--- src/rtl/arm_mac_iter.sv ---
// Iterative multiply-accumulate unit for MUL/MLA and U/S MULL/MLAL, retiring RADIX_BITS multiplier bits per cycle.
// Optional macro MAC_EARLY_TERM_EN: leave MUL as soon as the remaining multiplier bits are all zero.
module arm_mac_iter #(
  parameter int WIDTH      = 32,
  parameter int RADIX_BITS = 2
) (
  input  logic               clk,
  input  logic               rst_b,
  input  logic               mac_start,
  input  logic               mac_flush,
  input  logic [WIDTH-1:0]   mac_op1,
  input  logic [WIDTH-1:0]   mac_op2,
  input  logic [WIDTH-1:0]   mac_acc_lo,
  input  logic [WIDTH-1:0]   mac_acc_hi,
  input  logic               mac_acc_en,
  input  logic               mac_long,
  input  logic               mac_signed,
  input  logic [3:0]         mac_cpsr_in,
  output logic               mac_busy,
  output logic               mac_done,
  output logic [WIDTH-1:0]   mac_out_lo,
  output logic [WIDTH-1:0]   mac_out_hi,
  output logic [3:0]         mac_cpsr
);

  localparam int STEPS = WIDTH / RADIX_BITS;
  localparam int CW    = $clog2(STEPS + 1);
  localparam int DW    = 2 * WIDTH;

  typedef enum logic [1:0] {
    ST_IDLE = 2'd0,
    ST_MUL  = 2'd1,
    ST_FIX  = 2'd2,
    ST_DONE = 2'd3
  } state_t;

  state_t            state_r, next_s;
  logic              capture_s, last_step_s, sgn_en_s;
  logic [DW-1:0]     mcand_r, prod_r, acc_r;
  logic [WIDTH-1:0]  op2_rem_r;
  logic [CW-1:0]     cnt_r;
  logic              sign_r, acc_en_r, long_r;
  logic [1:0]        vc_r;
  logic [DW-1:0]     pp_s, prod_fix_s, addend_s, res_s;
  logic              busy_s, done_s;
  logic              busy_r, done_r;
  logic [WIDTH-1:0]  out_lo_r, out_hi_r;
  logic [3:0]        cpsr_r;

  function automatic logic [WIDTH-1:0] magnitude(input logic [WIDTH-1:0] v, input logic en);
    if (en && v[WIDTH-1]) magnitude = ~v + WIDTH'(1);
    else                  magnitude = v;
  endfunction

  assign sgn_en_s  = mac_signed & mac_long;
  assign capture_s = mac_start & ~mac_flush & ((state_r == ST_IDLE) | (state_r == ST_DONE));

`ifdef MAC_EARLY_TERM_EN
  assign last_step_s = (cnt_r == CW'(STEPS - 1)) |
                       ((op2_rem_r >> RADIX_BITS) == {WIDTH{1'b0}});
`else
  assign last_step_s = (cnt_r == CW'(STEPS - 1));
`endif

  // State register
  always_ff @(posedge clk or negedge rst_b) begin
    if (!rst_b) state_r <= ST_IDLE;
    else        state_r <= next_s;
  end

  // Next-state logic; flush wins over everything, including a simultaneous start
  always_comb begin
    next_s = state_r;
    if (mac_flush) begin
      next_s = ST_IDLE;
    end else begin
      case (state_r)
        ST_IDLE: if (mac_start)   next_s = ST_MUL; else next_s = ST_IDLE;
        ST_MUL:  if (last_step_s) next_s = ST_FIX; else next_s = ST_MUL;
        ST_FIX:  next_s = ST_DONE;
        ST_DONE: if (mac_start)   next_s = ST_MUL; else next_s = ST_IDLE;
        default: next_s = ST_IDLE;
      endcase
    end
  end

  // Output decode from the next state so busy/done come straight from flops
  always_comb begin
    busy_s = (next_s == ST_MUL) | (next_s == ST_FIX);
    done_s = (next_s == ST_DONE);
  end

  // Status output registers
  always_ff @(posedge clk or negedge rst_b) begin
    if (!rst_b) begin
      busy_r <= 1'b0;
      done_r <= 1'b0;
    end else begin
      busy_r <= busy_s;
      done_r <= done_s;
    end
  end

  // One radix digit of the multiplier times the shifted multiplicand
  always_comb begin
    pp_s = {DW{1'b0}};
    for (int i = 0; i < RADIX_BITS; i++) begin
      pp_s = pp_s + (op2_rem_r[i] ? (mcand_r << i) : {DW{1'b0}});
    end
  end

  // Sign fix-up and accumulate, evaluated during FIX
  always_comb begin
    prod_fix_s = sign_r ? (~prod_r + DW'(1)) : prod_r;
    if (!acc_en_r)   addend_s = {DW{1'b0}};
    else if (long_r) addend_s = acc_r;
    else             addend_s = {{WIDTH{1'b0}}, acc_r[WIDTH-1:0]};
    res_s = prod_fix_s + addend_s;
  end

  // Operand capture and shift-add datapath
  always_ff @(posedge clk or negedge rst_b) begin
    if (!rst_b) begin
      mcand_r   <= {DW{1'b0}};
      prod_r    <= {DW{1'b0}};
      acc_r     <= {DW{1'b0}};
      op2_rem_r <= {WIDTH{1'b0}};
      cnt_r     <= {CW{1'b0}};
      sign_r    <= 1'b0;
      acc_en_r  <= 1'b0;
      long_r    <= 1'b0;
      vc_r      <= 2'b00;
    end else if (capture_s) begin
      mcand_r   <= {{WIDTH{1'b0}}, magnitude(mac_op1, sgn_en_s)};
      op2_rem_r <= magnitude(mac_op2, sgn_en_s);
      prod_r    <= {DW{1'b0}};
      acc_r     <= {mac_acc_hi, mac_acc_lo};
      cnt_r     <= {CW{1'b0}};
      sign_r    <= sgn_en_s & (mac_op1[WIDTH-1] ^ mac_op2[WIDTH-1]);
      acc_en_r  <= mac_acc_en;
      long_r    <= mac_long;
      vc_r      <= mac_cpsr_in[1:0];
    end else if (state_r == ST_MUL) begin
      prod_r    <= prod_r + pp_s;
      mcand_r   <= mcand_r << RADIX_BITS;
      op2_rem_r <= op2_rem_r >> RADIX_BITS;
      cnt_r     <= cnt_r + CW'(1);
    end
  end

  // Result registers: only a completed FIX updates them
  always_ff @(posedge clk or negedge rst_b) begin
    if (!rst_b) begin
      out_lo_r <= {WIDTH{1'b0}};
      out_hi_r <= {WIDTH{1'b0}};
      cpsr_r   <= 4'b0000;
    end else if ((state_r == ST_FIX) && !mac_flush) begin
      out_lo_r <= res_s[WIDTH-1:0];
      if (long_r) begin
        out_hi_r <= res_s[DW-1:WIDTH];
        cpsr_r   <= {res_s[DW-1], (res_s == {DW{1'b0}}), vc_r};
      end else begin
        out_hi_r <= {WIDTH{1'b0}};
        cpsr_r   <= {res_s[WIDTH-1], (res_s[WIDTH-1:0] == {WIDTH{1'b0}}), vc_r};
      end
    end
  end

  assign mac_busy   = busy_r;
  assign mac_done   = done_r;
  assign mac_out_lo = out_lo_r;
  assign mac_out_hi = out_hi_r;
  assign mac_cpsr   = cpsr_r;

endmodule

--- config.mk ---
export PLATFORM = sky130hd
export DESIGN_NAME = arm_mac_iter
export DESIGN_NICKNAME = d
export VERILOG_FILES = /design/src/rtl/arm_mac_iter.sv
export SDC_FILE = /design/constraint.sdc
export NUM_CORES = 1
export LEC_CHECK = 0
export CORE_ASPECT_RATIO = 1.2
export CORE_MARGIN = 3
export CORE_UTILIZATION = 37
export CTS_CLUSTER_SIZE = 8
export DETAILED_ROUTE_END_ITERATION = 10
export DONT_BUFFER_PORTS = 1
export PLACE_DENSITY_LB_ADDON = 0.25
export SLEW_MARGIN = 0
export SYNTH_ARGS = -nofsm -noshare
export SYNTH_HDL_FRONTEND = slang
export SYNTH_SLANG_ARGS = --single-unit
--- constraint.sdc ---
create_clock -name clk -period 8.4 [get_ports clk]
set_input_delay 2.1 -clock clk [delete_from_list [all_inputs] [get_ports clk]]
set_output_delay 2.1 -clock clk [all_outputs]
set_load 0.02 [all_outputs]
==> results of run 1 <==
==> worst max-delay path by stage <==
stage / slack [ns] / startpoint / depth (start not counted) / to
2_1_floorplan: 2.42 / prod_r[3] / 20 / mac_cpsr[2]
3_3_place_gp: 1.15 / prod_r[14] / 20 / mac_cpsr[2]
3_5_place_dp: 1.20 / prod_r[14] / 20 / mac_cpsr[2]
4_1_cts: 1.20 / prod_r[14] / 20 / mac_cpsr[2]
5_1_grt: 0.79 / prod_r[3] / 25 / mac_cpsr[2]
6_report: 1.28 / prod_r[14] / 20 / mac_cpsr[2]
==> stage by stage <==
step / cells / cell area (sq um) / utilization (%) / hold slack (ns) / worst slack, ns
after floorplan: 2931 / 24900 / - / 0.437 / 2.42
after global placement: 3678 / 25500 / 38.6 / 0.450 / 1.15
after detailed placement: 3678 / 25500 / 38.6 / 0.455 / 1.20
after CTS: 3732 / 26700 / 40.4 / 0.468 / 1.20
after global routing: 3733 / 26700 / 40.4 / 0.489 / 0.792
final: 3733 / 26700 / 40.4 / 0.464 / 1.28
==> report_power, final <==
group	switching, mW	internal, mW	leakage [nW]
Clock	0.653	0.962	0.588
Sequential	0.486	1.82	3.94
Combinational	2.17	1.46	7.69
==> per-layer routing <==
metal	GRT usage, %	vias up	part of all wire (%)
li1	-	10110	-
met1	26.6	9643	46
met2	31.9	477	46
met3	3.72	86	5.3
met4	5.23	2	2.4
met5	0	-	0.029
==> cell families after synthesis <==
logic type	Yosys count	share of synthesized area, %
AO/OA/AOI/OAI	711	18.1
XOR/XNOR	243	8.55
adder cells (fa/ha/maj)	198	11.9
buffers and inverters	210	3.22
flip-flops	306	30.8
multiplexers	143	5.76
AND/OR/NAND/NOR	1120	21.7
==> sequential cells by signal (all words and copies together) (netlist names) <==
signal and count:
state_r 2, vc_r 2, cnt_r 5, prod_r 64
mac_busy 1, mac_cpsr 4, acc_r 64, long_r 1
op2_rem_r 32, mac_out_hi 32, mac_out_lo 32, sign_r 1
acc_en_r 1, mac_done 1, mcand_r 64
==> worst min-delay path: cells and delay by family, from the launching register on <==
| kind | cells | cell delay [ns] |
|---|---|---|
| flops | 1 | 0.33 |
| simple gates | 2 | 0.10 |
==> placed cells by master, fill, tap and decap left out, types with 40 or more instances in the layout <==
master,instances
a21o_1,62
a21oi_1,162
and2_1,169
and3_1,49
clkbuf_16,45
dfrtp_1,304
fa_1,64
ha_1,133
inv_1,54
mux2i_1,142
nand2_1,467
nand4_1,40
nor2_1,196
o21ai_0,235
o31ai_1,47
xnor2_1,168
xor2_1,75
==> area by class of cell <==
class / instances / area, sq um
fillers: 6733 / 39500
well taps: 892 / 1120
clock inverters: 2 / 40.0
clock buffers: 52 / 1160
repair buffers: 11 / 108
multi-input cells: 2415 / 16500
flip-flops and latches: 306 / 7660
diodes: 1 / 2.50
inverters: 54 / 203
==> metrics.md, run 1 <==
| Metric | Value |
|---|---|
| Clock root cell | clkbuf_16 |
| Post-layout minimum cycle time | a little over 7 ns |
| HPWL Detailed | about 54 mm |
| Top cells by area, synth | dfrtp_1 31%, nand2_1 7.0%, ha_1 6.7%, xnor2_1 5.9%, mux2i_1 5.7% |
| Pre-antenna DRT Iters | 7 |
| Post-CTS resize count | 0 |
| Crit path cell chain | or4_1 -> or3_1 -> or4_4 -> or3_2 -> o31ai_1 -> xnor2_1 -> ha_1 -> nand2_1 -> nor4_1 -> buf_4 -> and4_1 -> and3b_1 -> a211oi_1 -> a2111oi_2 -> o21ai_1 -> a21oi_1 -> xnor2_1 -> or4_1 -> o41ai_2 -> a32o_1 |
| Critical Path Max Stage Delay | between 0.7 and 0.8 ns |
| Slowest-stage cell, CP | nor4_1 |
| Num CTS Buffers | 44 |
| Total global routing track utilization | between 10% and 20% |
| WL final | 70.1 mm |
| Asr flop ratio synth | 100% |
| Die X | around 240 um |
| DR vias/cell | about 5.4 |
| Largest net degree at the start of global routing | ~300 |
| Gpl congestion | about 0.93 |
| H-tree Lvls | 2 |
| Placeable core area | roughly 66000 sq um |
| Mapped Cells | ~2900 |
| Share of cells above drive strength 1 | 3.52% |
| Relative slew slack | between 20% and 30% |
| Hold Path Depth | 2 |
| Unrepaired setup endpoints after global routing | no |
| Final setup fails | 0 |
| Area grow syn2layout | 7.46% |
| Worst path top cell family by delay | simple AND/OR/NAND/NOR gates |
| Nets@finish | 3169 |
| Synth Warn # | 0 |
| WP data arrival | 7.63 ns |
| Drt initial violations | approximately 1300 |
| # port buffers | 0 |
| Top cell type's share of synthesized area | 30.8% |
| Die Y | just under 300 um |
| Clk_lat worst skew | between 0.5 and 0.6 ns |
| PwrDens | roughly 280 nW/um^2 |
| Hold buffers post-CTS | 0 |
| WL/cell | about 19 um |
| Post-route ant nets | 0 |
| Library cells used by synthesis | 83 |
| Crit path buffers/inverters | 1 |
| Initial antenna violation count | 2 |
| LEAKAGE | 12.2 nW |
| Crit Path Class | register to register |
| Vias | roughly 20000 |
| RR Endpoint | mac_cpsr[2] |
| Hold path endpoint | acc_r[16] |
| Clk_skew | ~0.016 ns |
| Max Freq | between 0.1 and 0.15 GHz |
| Yosys reg bits | slightly above 300 |
| Mapped cell area | between 20000 and 25000 sq um |
| Synth Flop Type | dfrtp_1 |
| Setup TNS Final | 0 ns |
| Top-count cell post-synth | nand2_1 |
| Area leader, netlist | dfrtp_1 |
| CP required | 8.91 ns |
| Starting Density | between 30% and 40% |
| Die area | about 70000 sq um |
| CTS clk-pin slew, worst paths | 0.05 ns |
| Final hold violations | 0 |
| R2R setup slack | approximately 1.3 ns |
| Syn nets | approximately 3300 |
| Worst setup EP type | register |
| Overall Power | ~7.6 mW |
| Status | complete, no violations |
| Startpoint Class | register |
| Fin crit share | 84.8% |
| FP Rows | just over 100 |
| Peak VDD IR | 0.000147 V |
| Worst r2r src | prod_r[14] |
| Vias in the first global route | around 20000 |
| Hold Crit Class | register to register |
| Seq/Total Area, Yosys | 30.8% |
| Max-slew violation count | 0 |
| Max-cap violations | 0 |
| HP Start | acc_r[16] |
| Clock sinks | approximately 310 |
| CTS tree | built |
| Post-CTS Setup Inserts | 0 |
| First-pass GRT wire length | ~110 mm |
| Synth top cells by count | 467 x nand2_1, 306 x dfrtp_1, 235 x o21ai_0 |
| Syn Area/Cell | between 8 and 9 sq um |
| Worst-Margin Slew | ~1.1 ns |
| R2R depth | 20 |
| Grt ovf | 0 |
| Worst-path fanout max | 8 |
| EDFF count, synth | 0 |
| Number of remaining DRC errors | 0 |
| Clk buf depth | 3 |
| I/O Pins | between 200 and 250 |
Power figures use the tool's default switching activity.
==> run 2, diff against run 1 <==
clock period = 6.4 ns   (was 8.4 ns; I/O delays follow)
==> metrics.md, run 2 (synthesized netlist as in run 1, its figures left out) <==
| Metric | Value |
|---|---|
| Status | complete, no violations |
| WL/cell | 18.0 um |
| I/O Pins | approximately 210 |
| PwrDens | 370 nW/um^2 |
| RR Endpoint | mac_cpsr[2] |
| FP Rows | 103 |
| HPWL Detailed | approximately 56 mm |
| Num CTS Buffers | 46 |
| Worst r2r src | prod_r[3] |
| Number of remaining DRC errors | 0 |
| Sequential Area | 7660 sq um |
| Die area | just over 70000 sq um |
| Setup TNS Final | 0 ns |
| DR vias/cell | around 5.3 |
| Die Y | just under 300 um |
| Gpl congestion | 0.893 |
| H-tree Lvls | 2 |
| CTS tree | built |
| Layout fillers | between 6000 and 7000 |
| Max-cap violations | 0 |
| CTS clk-pin slew, worst paths | ~0.05 ns |
| Fin crit share | between 90% and 100% |
| Clock sinks | 306 |
| Startpoint Class | register |
| Hold Crit Class | register to register |
| Clk_lat worst skew | 0.57 ns |
| WL final | 71.1 mm |
| HP Start | acc_r[1] |
| WP data arrival | approximately 6.9 ns |
| Hold buffers post-CTS | 0 |
| Peak VDD IR | about 0.00016 V |
| Unrepaired setup endpoints after global routing | yes |
| Post-layout util | between 40% and 50% |
| Die X | 243 um |
| Cell Area, Placed | 27100 sq um |
| Most common cell after layout, fill and taps aside | nand2_1 |
| Area grow syn2layout | 14.9% |
| Worst-Margin Slew | approximately 1.0 ns |
| Post-layout minimum cycle time | 6.35 ns |
| Crit Path Class | register to register |
| Final setup fails | 0 |
| Max-slew violation count | 0 |
| R2R setup slack | around 0.052 ns |
| Layout Cells excl Fill | about 4000 |
| Final hold violations | 0 |
| Total global routing track utilization | between 20 and 25% |
| First-pass GRT wire length | ~120 mm |
| Worst-path fanout max | 4 |
| Drt initial violations | ~1100 |
| Share of cells above drive strength 1 | 11.2% |
| Clock root cell | clkbuf_16 |
| Starting Density | a little under two fifths |
| Grt ovf | 0 |
| LEAKAGE | 13.4 nW |
| Most frequent cells in the layout | 465 x nand2_1, 304 x dfrtp_1, 234 x o21ai_0 |
| Initial antenna violation count | 2 |
| Biggest registers after layout | acc_r: 64 flops, mcand_r: 64 flops, prod_r: 64 flops |
| Largest net degree at the start of global routing | 307 |
| Footprint of the multi-input gates | between 15000 and 20000 sq um |
| Post-route ant nets | 0 |
| Relative slew slack | about a third |
| Nets@finish | around 3400 |
| Clk_skew | 0.0256 ns |
| Critical path launch point | prod_r[3] |
| Post-route worst setup slack | roughly 0.052 ns |
| R2R depth | 25 |
| Placeable core area | between 60000 and 70000 sq um |
| Vias | between 20000 and 25000 |
| Worst setup EP type | register |
| Placed insts | 3881 |
| CP required | approximately 6.9 ns |
| CP endpoint | mac_cpsr[2] |
| Pre-antenna DRT Iters | 5 |
| Clk buf depth | 3 |
| # port buffers | 0 |
| Dpl ws | -0.218 ns |
| Cell area after layout | 28600 sq um |
| Vias in the first global route | approximately 21000 |
| Max Freq | approximately 0.16 GHz |
[run 2: cell types whose count changed in the layout (fill, tap and decap cells not counted), moves of 3 or more]
cell	delta
clkinv_2	+3
buf_6	+3
buf_4	+213
o31ai_1	-4
[run 2: critical path, stage by stage, from the launching register on]
cell	delay, ns
dfrtp_1	0.37
or3_4	0.39
buf_6	0.13
or4_4	0.52
or4_4	0.54
nor3_4	0.24
nand2_2	0.08
or3_4	0.35
o31ai_4	0.23
xnor2_1	0.11
ha_1	0.31
nand4_1	0.13
nor3_2	0.22
buf_4	0.15
and4_1	0.21
and3b_1	0.16
a211oi_1	0.05
buf_4	0.16
a2111oi_4	0.40
buf_4	0.17
nor2_2	0.04
xnor2_2	0.15
or4b_4	0.53
o41ai_2	0.33
buf_4	0.17
a32o_1	0.14
[run 2: worst min path at each step]
| stage | to | slack, ns | depth (start not counted) |
|---|---|---|---|
| after floorplan | acc_r[28] | 0.44 | 2 |
| after global placement | mac_cpsr[1] | 0.45 | 2 |
| after detailed placement | acc_r[6] | 0.46 | 2 |
| after CTS | acc_r[6] | 0.47 | 2 |
| after global routing | acc_r[40] | 0.49 | 2 |
| final | acc_r[1] | 0.46 | 2 |
[run 2: layer usage]
layer / track usage [%] / up-vias / part of all wire (%) / wire [um]
li1: - / 10523 / - / -
met1: 26.9 / 9964 / 46 / 32600
met2: 33.3 / 443 / 47 / 33200
met3: 3.72 / 95 / 5.2 / 3690
met4: 5.16 / 0 / 2.2 / 1580
met5: 0 / - / 0 / 0
[run 2: power breakdown]
group	switching, mW	internal, mW	total (mW)
logic	3.09	2.34	5.44
clock network	0.848	1.37	2.22
registers	0.529	2.39	2.92
total	4.47	6.10	10.6
[run 2: area by class of cell]
| type | count | area share (%) |
|---|---|---|
| timing repair buffer | 226 | 6.02 |
| antenna | 1 | 0.00875 |
| sequential | 306 | 26.8 |
| inverter | 54 | 0.709 |
| clock buffer | 55 | 4.32 |
| multi-input combinational | 2415 | 58.1 |
| clock inverter | 5 | 0.188 |
| tap | 892 | 3.90 |
[run 2: metrics by stage]
step	total power, mW	hold slack (ns)
CTS	10.6	0.467
floorplan	6.57	0.437
finish	10.6	0.463
global route	11.5	0.487
detailed placement	8.29	0.455
global placement	8.23	0.450
[run 2: repair_timing]
item                                    CTS  global route
endpoints found under the setup margin    1             1
hold endpoints to repair                  0             0
resized for setup                        16            18
pin swaps                                 4            20
buffers inserted                          6             6
